$ cat config.mk
export PLATFORM = sky130hd
export DESIGN_NAME = hazard_stall_ctrl
export DESIGN_NICKNAME = d
export VERILOG_FILES = /design/src/rtl/hazard_stall_ctrl.sv
export SDC_FILE = /design/constraint.sdc
export NUM_CORES = 1
export LEC_CHECK = 0
export BUFFER_PORTS_ARGS = -buffer_cell sky130_fd_sc_hd__buf_2
export CAP_MARGIN = 30
export CORE_AREA = 2 2 43 45
export CTS_CLUSTER_SIZE = 24
export DETAILED_ROUTE_END_ITERATION = 10
export DIE_AREA = 0 0 45 47
export GPL_ROUTABILITY_DRIVEN = 0
export GPL_TIMING_DRIVEN = 0
export PLACE_DENSITY = 0.73
export SLEW_MARGIN = 20
export SYNTH_ARGS = -nofsm -noshare
export SYNTH_HDL_FRONTEND = slang
export SYNTH_SLANG_ARGS = --single-unit
$ cat constraint.sdc
create_clock -name clk -period 2.55 [get_ports clk]
set_clock_uncertainty 0.15 [all_clocks]
set_input_delay 0.51 -clock clk [delete_from_list [all_inputs] [get_ports clk]]
set_output_delay 0.51 -clock clk [all_outputs]
set_load 0.01 [all_outputs]
$ cat src/rtl/hazard_stall_ctrl.sv
// Pipeline interlock for the 5-stage filter processor: load-use bubbles, branch flushes, memory-wait freeze.
// Optional build macro STALL_STATS_EN adds the stall_cycles / flush_events counters.
module hazard_stall_ctrl #(
  parameter int LU_STALL_CYCLES = 1,
  parameter int MEM_TIMEOUT     = 15
) (
  input  logic       clk,
  input  logic       rst_n,
  input  logic [3:0] Ra_F_Reg,
  input  logic [3:0] Rb_F_Reg,
  input  logic       RE_A_F_Reg,
  input  logic       RE_B_F_Reg,
  input  logic       mem_RE_Reg_Exe,
  input  logic [3:0] Robj_Reg_Exe,
  input  logic       branch_taken,
  input  logic       mem_req,
  input  logic       mem_ready,
  output logic       pc_en,
  output logic       en_F_Reg,
  output logic       en_Reg_Exe,
  output logic       en_Exe_Mem,
  output logic       en_Mem_WB,
  output logic       flush_F_Reg,
  output logic       flush_Reg_Exe,
  output logic       mem_timeout
`ifdef STALL_STATS_EN
  ,
  output logic [15:0] stall_cycles,
  output logic [15:0] flush_events
`endif
);

  localparam int WAIT_W = $clog2(MEM_TIMEOUT + 1);
  localparam logic [WAIT_W-1:0] TIMEOUT_C = WAIT_W'(MEM_TIMEOUT);
  localparam logic [WAIT_W-1:0] WAIT_ONE_C = WAIT_W'(1);
  localparam logic [WAIT_W-1:0] WAIT_ZERO_C = WAIT_W'(0);
  localparam logic [2:0] LU_LAST_C = 3'(LU_STALL_CYCLES - 1);
  localparam bit LU_MULTI_C = (LU_STALL_CYCLES > 1);

  // Control vector order: {pc_en, en_F_Reg, en_Reg_Exe, en_Exe_Mem, en_Mem_WB, flush_F_Reg, flush_Reg_Exe}
  localparam logic [6:0] CTL_RUN_C    = 7'b1111100;
  localparam logic [6:0] CTL_FREEZE_C = 7'b0000000;
  localparam logic [6:0] CTL_BRANCH_C = 7'b1111111;
  localparam logic [6:0] CTL_LU_C     = 7'b0011101;
  localparam logic [6:0] CTL_RESET_C  = 7'b0000011;

  typedef enum logic [1:0] {
    RUN      = 2'd0,
    LU_STALL = 2'd1,
    MEM_WAIT = 2'd2
  } state_t;

  state_t            state_r;
  state_t            state_nxt_s;
  state_t            rel_state_s;
  logic [2:0]        lu_cnt_r;
  logic [2:0]        lu_cnt_nxt_s;
  logic [2:0]        rel_lu_cnt_s;
  logic [WAIT_W-1:0] wait_cnt_r;
  logic [WAIT_W-1:0] wait_cnt_nxt_s;
  logic              mem_timeout_r;
  logic              timeout_set_s;
  logic              frozen_s;
  logic              lu_hz_s;
  logic              mw_s;
  logic [6:0]        ctl_s;
  logic [6:0]        rel_ctl_s;
  logic [6:0]        ctl_out_s;

  function automatic logic src_match(input logic re, input logic [3:0] src, input logic [3:0] dst);
    return re & (src == dst);
  endfunction

  assign lu_hz_s = mem_RE_Reg_Exe &
                   (src_match(RE_A_F_Reg, Ra_F_Reg, Robj_Reg_Exe) |
                    src_match(RE_B_F_Reg, Rb_F_Reg, Robj_Reg_Exe));
  assign mw_s    = mem_req & ~mem_ready;

  // RUN-style evaluation with the memory-wait term removed; shared by RUN and by wait release.
  always_comb begin
    rel_ctl_s    = CTL_RUN_C;
    rel_state_s  = RUN;
    rel_lu_cnt_s = 3'd0;
    if (branch_taken) begin
      rel_ctl_s = CTL_BRANCH_C;
    end else if (lu_hz_s) begin
      rel_ctl_s = CTL_LU_C;
      if (LU_MULTI_C) begin
        rel_state_s  = LU_STALL;
        rel_lu_cnt_s = 3'd1;
      end else begin
        rel_state_s  = RUN;
        rel_lu_cnt_s = 3'd0;
      end
    end else begin
      rel_ctl_s = CTL_RUN_C;
    end
  end

  // Next-state, counter updates and pipeline control for the current state.
  always_comb begin
    ctl_s          = CTL_RUN_C;
    state_nxt_s    = state_r;
    lu_cnt_nxt_s   = lu_cnt_r;
    wait_cnt_nxt_s = wait_cnt_r;
    timeout_set_s  = 1'b0;
    frozen_s       = 1'b0;
    case (state_r)
      RUN: begin
        if (mw_s) begin
          ctl_s          = CTL_FREEZE_C;
          frozen_s       = 1'b1;
          state_nxt_s    = MEM_WAIT;
          wait_cnt_nxt_s = WAIT_ONE_C;
          lu_cnt_nxt_s   = 3'd0;
        end else begin
          ctl_s          = rel_ctl_s;
          state_nxt_s    = rel_state_s;
          lu_cnt_nxt_s   = rel_lu_cnt_s;
          wait_cnt_nxt_s = WAIT_ZERO_C;
        end
      end
      LU_STALL: begin
        if (mw_s) begin
          ctl_s          = CTL_FREEZE_C;
          frozen_s       = 1'b1;
          state_nxt_s    = MEM_WAIT;
          wait_cnt_nxt_s = WAIT_ONE_C;
          lu_cnt_nxt_s   = 3'd0;
        end else if (branch_taken) begin
          ctl_s        = CTL_BRANCH_C;
          state_nxt_s  = RUN;
          lu_cnt_nxt_s = 3'd0;
        end else begin
          ctl_s = CTL_LU_C;
          if (lu_cnt_r == LU_LAST_C) begin
            state_nxt_s  = RUN;
            lu_cnt_nxt_s = 3'd0;
          end else begin
            state_nxt_s  = LU_STALL;
            lu_cnt_nxt_s = lu_cnt_r + 3'd1;
          end
        end
      end
      MEM_WAIT: begin
        // Branch and load-use inputs are held by the frozen pipeline, so only release matters here.
        if (!mem_ready && (wait_cnt_r < TIMEOUT_C)) begin
          ctl_s          = CTL_FREEZE_C;
          frozen_s       = 1'b1;
          wait_cnt_nxt_s = wait_cnt_r + WAIT_ONE_C;
        end else begin
          timeout_set_s  = ~mem_ready;
          ctl_s          = rel_ctl_s;
          state_nxt_s    = rel_state_s;
          lu_cnt_nxt_s   = rel_lu_cnt_s;
          wait_cnt_nxt_s = WAIT_ZERO_C;
        end
      end
      default: begin
        ctl_s          = CTL_RESET_C;
        state_nxt_s    = RUN;
        lu_cnt_nxt_s   = 3'd0;
        wait_cnt_nxt_s = WAIT_ZERO_C;
      end
    endcase
  end

  // Reset forces the whole pipeline to hold and load bubbles.
  always_comb begin
    if (!rst_n) begin
      ctl_out_s = CTL_RESET_C;
    end else begin
      ctl_out_s = ctl_s;
    end
  end

  assign pc_en         = ctl_out_s[6];
  assign en_F_Reg      = ctl_out_s[5];
  assign en_Reg_Exe    = ctl_out_s[4];
  assign en_Exe_Mem    = ctl_out_s[3];
  assign en_Mem_WB     = ctl_out_s[2];
  assign flush_F_Reg   = ctl_out_s[1];
  assign flush_Reg_Exe = ctl_out_s[0];
  assign mem_timeout   = mem_timeout_r;

  // State, counters and sticky timeout flag.
  always_ff @(posedge clk) begin
    if (!rst_n) begin
      state_r       <= RUN;
      lu_cnt_r      <= 3'd0;
      wait_cnt_r    <= WAIT_ZERO_C;
      mem_timeout_r <= 1'b0;
    end else begin
      state_r       <= state_nxt_s;
      lu_cnt_r      <= lu_cnt_nxt_s;
      wait_cnt_r    <= wait_cnt_nxt_s;
      mem_timeout_r <= mem_timeout_r | timeout_set_s;
    end
  end

`ifdef STALL_STATS_EN
  logic [15:0] stall_cycles_r;
  logic [15:0] flush_events_r;

  // Saturating event counters; in this branch rst_n is high, so ctl_s is what the pipeline sees.
  always_ff @(posedge clk) begin
    if (!rst_n) begin
      stall_cycles_r <= 16'h0000;
      flush_events_r <= 16'h0000;
    end else begin
      if (!ctl_s[6] && (stall_cycles_r != 16'hFFFF)) begin
        stall_cycles_r <= stall_cycles_r + 16'h0001;
      end else begin
        stall_cycles_r <= stall_cycles_r;
      end
      if (ctl_s[1] && (flush_events_r != 16'hFFFF)) begin
        flush_events_r <= flush_events_r + 16'h0001;
      end else begin
        flush_events_r <= flush_events_r;
      end
    end
  end

  assign stall_cycles = stall_cycles_r;
  assign flush_events = flush_events_r;
`endif

  hazard_stall_ctrl_chk u_chk (
    .clk           (clk),
    .rst_n         (rst_n),
    .frozen        (frozen_s),
    .pc_en         (pc_en),
    .en_F_Reg      (en_F_Reg),
    .en_Reg_Exe    (en_Reg_Exe),
    .en_Exe_Mem    (en_Exe_Mem),
    .en_Mem_WB     (en_Mem_WB),
    .flush_F_Reg   (flush_F_Reg),
    .flush_Reg_Exe (flush_Reg_Exe)
  );

endmodule

// Invariant checks on the pipeline control lines; no functional logic.
module hazard_stall_ctrl_chk (
  input logic clk,
  input logic rst_n,
  input logic frozen,
  input logic pc_en,
  input logic en_F_Reg,
  input logic en_Reg_Exe,
  input logic en_Exe_Mem,
  input logic en_Mem_WB,
  input logic flush_F_Reg,
  input logic flush_Reg_Exe
);

  // Reg/Exe may run ahead of a held F/Reg only when it is being bubbled.
  a_enable_order: assert property (@(posedge clk) disable iff (!rst_n)
    (pc_en | ~en_F_Reg) && (en_F_Reg | ~en_Reg_Exe | flush_Reg_Exe) &&
    (en_Reg_Exe | ~en_Exe_Mem) && (en_Exe_Mem | ~en_Mem_WB));

  a_no_flush_frozen: assert property (@(posedge clk) disable iff (!rst_n)
    frozen |-> (~flush_F_Reg & ~flush_Reg_Exe));

endmodule

==> results of run 1 <==
-- final timing paths --
path | start | to | slack, ns | cells past startpoint
max | wait_cnt_r[0] | pc_en | 0.08 | 9
min | mem_timeout | mem_timeout | 0.33 | 1
max reg2reg | wait_cnt_r[1] | wait_cnt_r[0] | 0.99 | 6
min reg2reg | mem_timeout | mem_timeout | 0.33 | 1
-- layout by cell type (no fill, tap or decap), types with 4 or more instances in the layout --
cell,Yosys,routed
buf_2,1,28
buf_4,3,8
dfxtp_1,10,8
inv_1,5,5
nand2_1,5,5
nor2_1,4,4
nor2b_1,4,4
o21ai_0,4,4
xor2_1,6,6
-- routing by layer --
layer,track usage,share of wire,routed length [µm]
met1,0.1578,0.41,685
met2,0.3200,0.50,844
met3,0.02692,0.073,123
met4,0.07059,0.015,26
met5,0,0,0
-- power by group --
part,internal [W],leakage (nW),total (W),switching (W)
clock,0.0000546,0.0138,0.000108,0.0000537
combinational,0.0000430,0.337,0.0000833,0.0000403
sequential,0.000158,0.0818,0.000159,0.00000126
total,0.000256,0.433,0.000351,0.0000953
-- final cells by class --
class,instances,area (µm²),area share
timing repair buffer,32,172.7,0.1809
clock buffer,3,22.52,0.02359
buffer,6,42.54,0.04456
sequential,10,202.7,0.2123
tap,17,21.27,0.02228
multi-input combinational,67,474.2,0.4967
inverter,5,18.77,0.01966
-- metrics by stage --
step                      setup WS [ns]  std cells  utilization
after CTS                       0.02445        137       0.5523
final                           0.08360        140       0.5780
after global routing           -0.01363        140       0.5780
after floorplan                  0.2692         88            -
after detailed placement         0.2176        132       0.5273
after global placement           0.2122        132       0.5273
-- worst register-to-register path, delay by kind of cell, from the launching register on --
kind / cells / cell delay (ns)
simple gates: 2 / 0.44
fa+ha+maj: 1 / 0.16
buf+inv: 2 / 0.25
compound gates: 1 / 0.15
flops: 1 / 0.34
-- what timing repair did --
action	in CTS	in global routing
pin swaps	1	6
endpoints found under the hold margin	0	0
setup endpoints to repair	2	3
gates resized for setup	2	4
setup buffers	2	3
-- cell families after synthesis --
logic type,count (synthesis),share of synthesized area
XOR/XNOR,8,0.09808
flip-flops,10,0.2802
buffers and inverters,11,0.08580
AO/OA/AOI/OAI,23,0.2154
AND/OR/NAND/NOR,33,0.2679
adder cells (fa/ha/maj),3,0.05255
-- sequential cells by signal, summed over array words and instances (netlist names) --
name,cells
lu_cnt_r,3
state_r,2
wait_cnt_r,4
mem_timeout,1
==> run metrics, run 1 <==
Post-synth EDFFs=0; Overflow after GRT=0; worst path bufs/invs=3; Commonest cells post-synth=10 x dfxtp_1, 6 x xor2_1, 5 x inv_1, 5 x nand2_1; clk root buf=clkbuf_4; Synth Register Bits=10; Cell variety after synth=37; # IOs=28; num rows=15; final hold vios=0; Peak supply drop=249.8 µV; Num CTS Buffers=3; die width=45 µm; number of global-route vias before repair=658; share of cells above drive strength 1=0.4146; top-count cell post-synth=dfxtp_1; CP max stage cell=dfxtp_2; outcome=complete, no violations; worst slew pin tran=0.4786 ns; Crit Path Max Fanout=6; first-pass GRT wire length=2449 µm; Worst Setup Start Kind=flip-flop; Final setup viols=0; Post-DP Area=870.8 µm²; worst setup path category=reg2out; Die ar.=2115 µm²; layout overhead on the synthesized area=33.63%; WHS=0.3312 ns; number of H-tree levels=1; Power Dens Cells=367.5 nW/µm²; dpl hpwl=1177 µm; Finished Cell Area=954.7 µm²; area leader, netlist=dfxtp_1; Residual DRC=0; Sink Count=10; CTS tree=built; fillcell total=152; Max Cap Viol=0; CP Cell Sequence=ha_4 > and3_4 > buf_6 > o21bai_1 > a21oi_2 > nand2_1 > o21ai_2 > buf_4 > buf_2; Hold-fix buffers, CTS=0; post-synth top area share=0.2802; mean routed wirelength per cell=12.00 µm; WL final=1680 µm; First DRT Iteration DRCs=7; Tot GR Track Use=0.1591; Rel. slew slack=0.6767; Data required, critical path=1.89 ns; Tcrit/Tclk final=0.9672; DIE HEIGHT=47 µm; synthesized instance count=88; Layout Nets=148; fin. max-slew vios=0; initial antenna violation count=0; Worst Setup End Kind=output pin; via count=741; top post-synthesis cells by area=dfxtp_1 28%, xor2_1 7.4%, ha_1 5.3%; average cell area after synthesis=8.119 µm²; max incr delay on CP=0.36 ns; core area=1652 µm²; antenna cells=0; later-pin clock latency in the skew report=0.27 ns; Port Buffers=27; largest net degree at the start of global routing=11; clock transition at the registers of the reported paths=0.06 ns; CP top delay family=compound AO/OA/AOI/OAI gates; sum of negative setup slack=0 ns; Synth Warn #=0; routed vias/inst=5.293; drt pass-1 iters=6; fmax=405.5 MHz; Final Power=0.0003509 W; FFs w/ async S/R, synth=0; HP Class=reg2reg; mapped cell area=714.4 µm²; Starting Density=0.4326; CP arrival=1.81 ns; Tmin final=2.466 ns; post-route ant nets=0; CTS Buffer Depth=2; commonest register cell after synthesis=dfxtp_1; leak pwr=0.4327 nW; syn_nets=111; sequential fraction of the synthesis area=0.2802
No activity file was read; power rests on OpenSTA's default activity.
==> run 2, diff against run 1 <==
--- a/config.mk
+++ b/config.mk
@@ -5,6 +5,7 @@
 export SDC_FILE = /design/constraint.sdc
 export NUM_CORES = 1
 export LEC_CHECK = 0
+export ABC_AREA = 1
 export BUFFER_PORTS_ARGS = -buffer_cell sky130_fd_sc_hd__buf_2
 export CAP_MARGIN = 30
 export CORE_AREA = 2 2 43 45
@@ -13,7 +14,7 @@
 export DIE_AREA = 0 0 45 47
 export GPL_ROUTABILITY_DRIVEN = 0
 export GPL_TIMING_DRIVEN = 0
-export PLACE_DENSITY = 0.73
+export PLACE_DENSITY = 0.74
 export SLEW_MARGIN = 20
 export SYNTH_ARGS = -nofsm -noshare
 export SYNTH_HDL_FRONTEND = slang
==> run 2 against run 1 <==
Net effect:
- sequential share of layout area is 0.39 points higher
- worst setup slack better by 0.040 ns
- hold slack worse by 0.020 ns
- register-to-register slack better by 0.15 ns
- synthesized cell count is 38% higher
- first-iteration DRC count is 71% lower
- die area stayed put
==> run metrics, run 2 <==
core area=1652 µm²; Tot GR Track Use=0.1727; layout overhead on the synthesized area=26.71%; Commonest cells post-synth=36 x nand2_1, 20 x inv_1, 15 x nor2_1; Starting Density=0.4424; clk root buf=clkbuf_4; most frequent cells in the layout=36 x nand2_1, 27 x buf_2, 20 x inv_1; top post-synthesis cells by area=dfxtp_1 27%, nand2_1 18%, inv_1 10%; post-synth top area share=0.2740; DIE HEIGHT=47 µm; die width=45 µm; post-route ant nets=0; # IOs=28; Synth Register Bits=10; Simple-Gate Fraction of Synth Area=0.3870; number of global-route vias before repair=693; largest net degree at the start of global routing=10; Tmin final=2.427 ns; via count=804; Post-CTS Setup Bufs=0; Top Registers=wait_cnt_r x4, lu_cnt_r x3, state_r x2; post_cts resized=0; Cell variety after synth=22; Layout Nets=176; post-synthesis xor/xnor area fraction=0.03596; unrepaired setup endpoints after global routing=no; sum of negative setup slack=0 ns; Reg with most FFs=wait_cnt_r; num rows=15; Hold-fix buffers, CTS=0; Synth Area in Compound Gates=0.1079; average cell area after synthesis=6.039 µm²; Crit Path Max Fanout=3; mean routed wirelength per cell=9.645 µm; Power Dens Cells=417.3 nW/µm²; Worst Setup Start Kind=flip-flop; commonest non-fill, non-tap cell in the layout=nand2_1; mapped cell area=730.7 µm²; commonest register cell after synthesis=dfxtp_1; Overflow after GRT=0; clock transition at the registers of the reported paths=0.06 ns; CTS tree=built; Synth Warn #=0; syn_nets=144; Rel. slew slack=0.8020; Post-synth EDFFs=0; number of H-tree levels=1; initial antenna violation count=0; Peak supply drop=224.5 µV; Port Buffers=27; Tcrit/Tclk final=0.9517; later-pin clock latency in the skew report=0.27 ns; sequential fraction of the synthesis area=0.2740; largest family of logic cells by synthesized area=simple AND/OR/NAND/NOR gates; Final Util=0.5606; WL final=1630 µm; Die ar.=2115 µm²; HP Class=reg2reg; outcome=complete, no violations; Residual DRC=0; adder-cell share of the synthesized area=0.05137; synthesized instance count=121; FFs w/ async S/R, synth=0; share of cells above drive strength 1=0.2895; Post-DP Area=887.1 µm²; routed vias/inst=4.757; CTS Buffer Depth=2; First DRT Iteration DRCs=2; worst setup path category=reg2out; Largest register FFs=4; first-pass GRT wire length=2697 µm; mux share of post-synthesis cell area=0; Finished Cell Area=925.9 µm²; worst slew pin tran=0.2966 ns; CP arrival=1.77 ns; Worst Setup End Kind=output pin; Num CTS Buffers=3; Sink Count=10; top-count cell post-synth=nand2_1; area leader, netlist=dfxtp_1; final hold vios=0; fin. max-slew vios=0; Max Cap Viol=0; dpl hpwl=1353 µm; Final setup viols=0; Final Power=0.0003863 W; fmax=412.1 MHz; leak pwr=0.5053 nW; antenna cells=0; Data required, critical path=1.89 ns; drt pass-1 iters=4
run 2: cell types whose count changed in the layout (fill, tap and decap cells not counted), moves of 3 or more:
cell | before | now
nor2b_1 | 4 | 0
nand2_1 | 5 | 36
a21oi_1 | 3 | 9
buf_4 | 8 | 3
xor2_1 | 6 | 1
nand2b_1 | 3 | 0
inv_1 | 5 | 20
nor2_1 | 4 | 15
o21ai_0 | 4 | 1
run 2: critical path, cell delays in order (launching register included):
cell,delay (ns)
dfxtp_1,0.35
ha_2,0.22
nand3_2,0.10
nand2_2,0.10
nand3_1,0.11
a21oi_2,0.16
nand2_1,0.08
a21oi_2,0.15
buf_4,0.12
buf_2,0.11
run 2: worst paths after layout:
check / depth (start not counted) / from / slack (ns) / endpoint
max: 9 / wait_cnt_r[0] / 0.12 / pc_en
min: 2 / mem_timeout / 0.31 / mem_timeout
max reg2reg: 6 / wait_cnt_r[0] / 1.14 / lu_cnt_r[0]
min reg2reg: 2 / mem_timeout / 0.31 / mem_timeout
run 2: final cells by class:
type	instances	area (µm²)
well taps	17	21.27
plain buffers	3	22.52
multi-input cells	86	427.9
repair buffers	27	135.1
clock buffers	4	36.28
fillers	165	725.7
flip-flops and latches	10	200.2
inverters	22	82.58
run 2: logic make-up (layout without fill, tap and decap cells):
kind of cell	count (synthesis)	after routing
adder cells (fa/ha/maj)	3	3
AND/OR/NAND/NOR	66	66
XOR/XNOR	3	3
flip-flops	10	10
AO/OA/AOI/OAI	14	14
buffers and inverters	25	56
run 2: routing by layer:
| metal | wire length (µm) | GRT usage | part of all wire |
|---|---|---|---|
| met5 | 0 | 0 | 0 |
| met4 | 13 | 0.07059 | 0.0080 |
| met3 | 51 | 0.02308 | 0.031 |
| met2 | 808 | 0.3200 | 0.50 |
| met1 | 757 | 0.1995 | 0.46 |
run 2: report_power, final:
| group | switching [W] | internal, W | total [W] |
|---|---|---|---|
| registers | 0.00000195 | 0.000158 | 0.000160 |
| logic | 0.0000441 | 0.0000371 | 0.0000812 |
| clock network | 0.0000585 | 0.0000868 | 0.000145 |
| total | 0.000104 | 0.000282 | 0.000386 |
run 2: per-stage QoR:
stage / hold WS, ns / worst slack [ns] / cells
after floorplan: 0.3058 / 0.5715 / 121
after global placement: 0.2969 / 0.4512 / 165
after detailed placement: 0.3021 / 0.3989 / 165
after CTS: 0.3178 / 0.1142 / 169
after global routing: 0.3480 / 0.01607 / 169
final: 0.3108 / 0.1232 / 169
==> run 3, diff against run 2 <==
==> constraint.sdc (replaced) <==
create_clock -name clk -period 2.55 [get_ports clk]
set_clock_uncertainty 0.15 [all_clocks]
set_input_delay 0 -clock clk [delete_from_list [all_inputs] [get_ports clk]]
set_output_delay 0 -clock clk [all_outputs]
set_load 0.01 [all_outputs]
==> run 3 against run 2 <==
Net effect:
- sequential share of layout area is 1.1 points lower
- power is 1.2% higher
- sequential cell count stayed put
- clock power hardly changed
- first-iteration DRC count is 50% higher
- routed wire length is 1.4% higher
- worst setup slack better by 0.43 ns
- register-to-register slack worse by 0.59 ns
- global-route usage stayed put
- critical path type is now reg2reg
- largest cell class unchanged
- highest routed layer unchanged
==> run metrics, run 3 (synthesis gave the netlist of run 2 again) <==
layout overhead on the synthesized area=33.22%; First DRT Iteration DRCs=3; commonest non-fill, non-tap cell in the layout=nand2_1; fin. max-slew vios=0; WL final=1653 µm; mean routed wirelength per cell=9.500 µm; Die ar.=2115 µm²; unrepaired setup endpoints after global routing=no; CTS tree=built; worst slew pin tran=0.3103 ns; Largest register FFs=4; Post-DP Area=887.1 µm²; Worst Setup End Kind=flip-flop; outcome=complete, no violations; Max Cap Viol=0; core area=1652 µm²; Overflow after GRT=0; post_cts resized=0; DIE HEIGHT=47 µm; Hold-fix buffers, CTS=5; routed vias/inst=4.736; non-filler cells, final=174; clk root buf=clkbuf_4; Sink Count=10; Port Buffers=27; Finished Cell Area=973.4 µm²; post-route ant nets=0; Tot GR Track Use=0.1727; HP Class=in2out; Final Power=0.0003910 W; leak pwr=0.5319 nW; Power Dens Cells=401.7 nW/µm²; most frequent cells in the layout=36 x nand2_1, 27 x buf_2, 20 x inv_1; Top Registers=wait_cnt_r x4, lu_cnt_r x3, state_r x2; Data required, critical path=2.62 ns; Worst Setup Start Kind=flip-flop; Residual DRC=0; largest net degree at the start of global routing=10; number of H-tree levels=1; Reg with most FFs=wait_cnt_r; initial antenna violation count=0; drt pass-1 iters=4; worst setup path category=reg2reg; CTS Buffer Depth=2; Tmin final=2.000 ns; antenna cells=0; fmax=499.9 MHz; final hold vios=0; number of global-route vias before repair=721; share of cells above drive strength 1=0.2739; later-pin clock latency in the skew report=0.27 ns; Crit Path Max Fanout=7; sum of negative setup slack=0 ns; num rows=15; Post-CTS Setup Bufs=0; clock transition at the registers of the reported paths=0.07 ns; CP arrival=2.07 ns; Tcrit/Tclk final=0.7844; Final setup viols=0; # IOs=28; dpl hpwl=1353 µm; Peak supply drop=227.5 µV; Rel. slew slack=0.7929; Starting Density=0.4424; placed cell count=165; WHS=0.2451 ns; first-pass GRT wire length=2697 µm; die width=45 µm; via count=824; Num CTS Buffers=3; Layout Nets=181
==> run 3: cell types whose count changed in the layout (fill, tap and decap cells not counted) <==
cell	change
dlygate4sd3_1	+5
ha_1	+1
ha_2	-1
==> run 3: stage by stage <==
step	setup slack, ns	utilization
detailed placement	0.9197	0.5371
finish	0.5497	0.5894
global placement	1.009	0.5371
global route	0.4279	0.5894
CTS	0.5811	0.5894
floorplan	1.082	-
==> run 3: cell type report <==
type,count,area (µm²)
Multi-Input combinational cell,86,425.4
Fill cell,162,678.2
Timing Repair Buffer,32,185.2
Buffer,3,22.52
Inverter,22,82.58
Sequential cell,10,200.2
Tap cell,17,21.27
Clock buffer,4,36.28
==> run 3: power breakdown <==
part           internal (W)  switching [W]
Clock             0.0000868      0.0000586
Sequential         0.000158     0.00000184
Combinational     0.0000411      0.0000448
==> run 3: worst max-delay path: stages, from the launching register on <==
cell           delay, ns
dfxtp_1             0.32
ha_1                0.24
nand3_2             0.11
nand2_2             0.07
nor2_2              0.26
o21ai_0             0.12
a21oi_1             0.13
dlygate4sd3_1       0.56
==> run 3: path summary, 6_finish.rpt <==
| kind | slack (ns) | startpoint | to | cells past startpoint |
|---|---|---|---|---|
| worst min-delay path | 0.25 | mem_RE_Reg_Exe | en_F_Reg | 5 |
| worst max-delay path | 0.55 | wait_cnt_r[0] | lu_cnt_r[0] | 7 |
| worst min register to register | 0.32 | mem_timeout | mem_timeout | 2 |
| worst max register to register | 0.55 | wait_cnt_r[0] | lu_cnt_r[0] | 7 |
==> run 3: per-layer routing <==
layer / global-route usage / part of all wire / wire length, µm / vias to the layer above
met5: 0 / 0 / 0 / -
met4: 0.08235 / 0.0079 / 13 / 0
met3: 0.02308 / 0.031 / 51 / 2
met2: 0.3200 / 0.49 / 815 / 16
met1: 0.1949 / 0.47 / 772 / 367
li1: - / - / - / 439
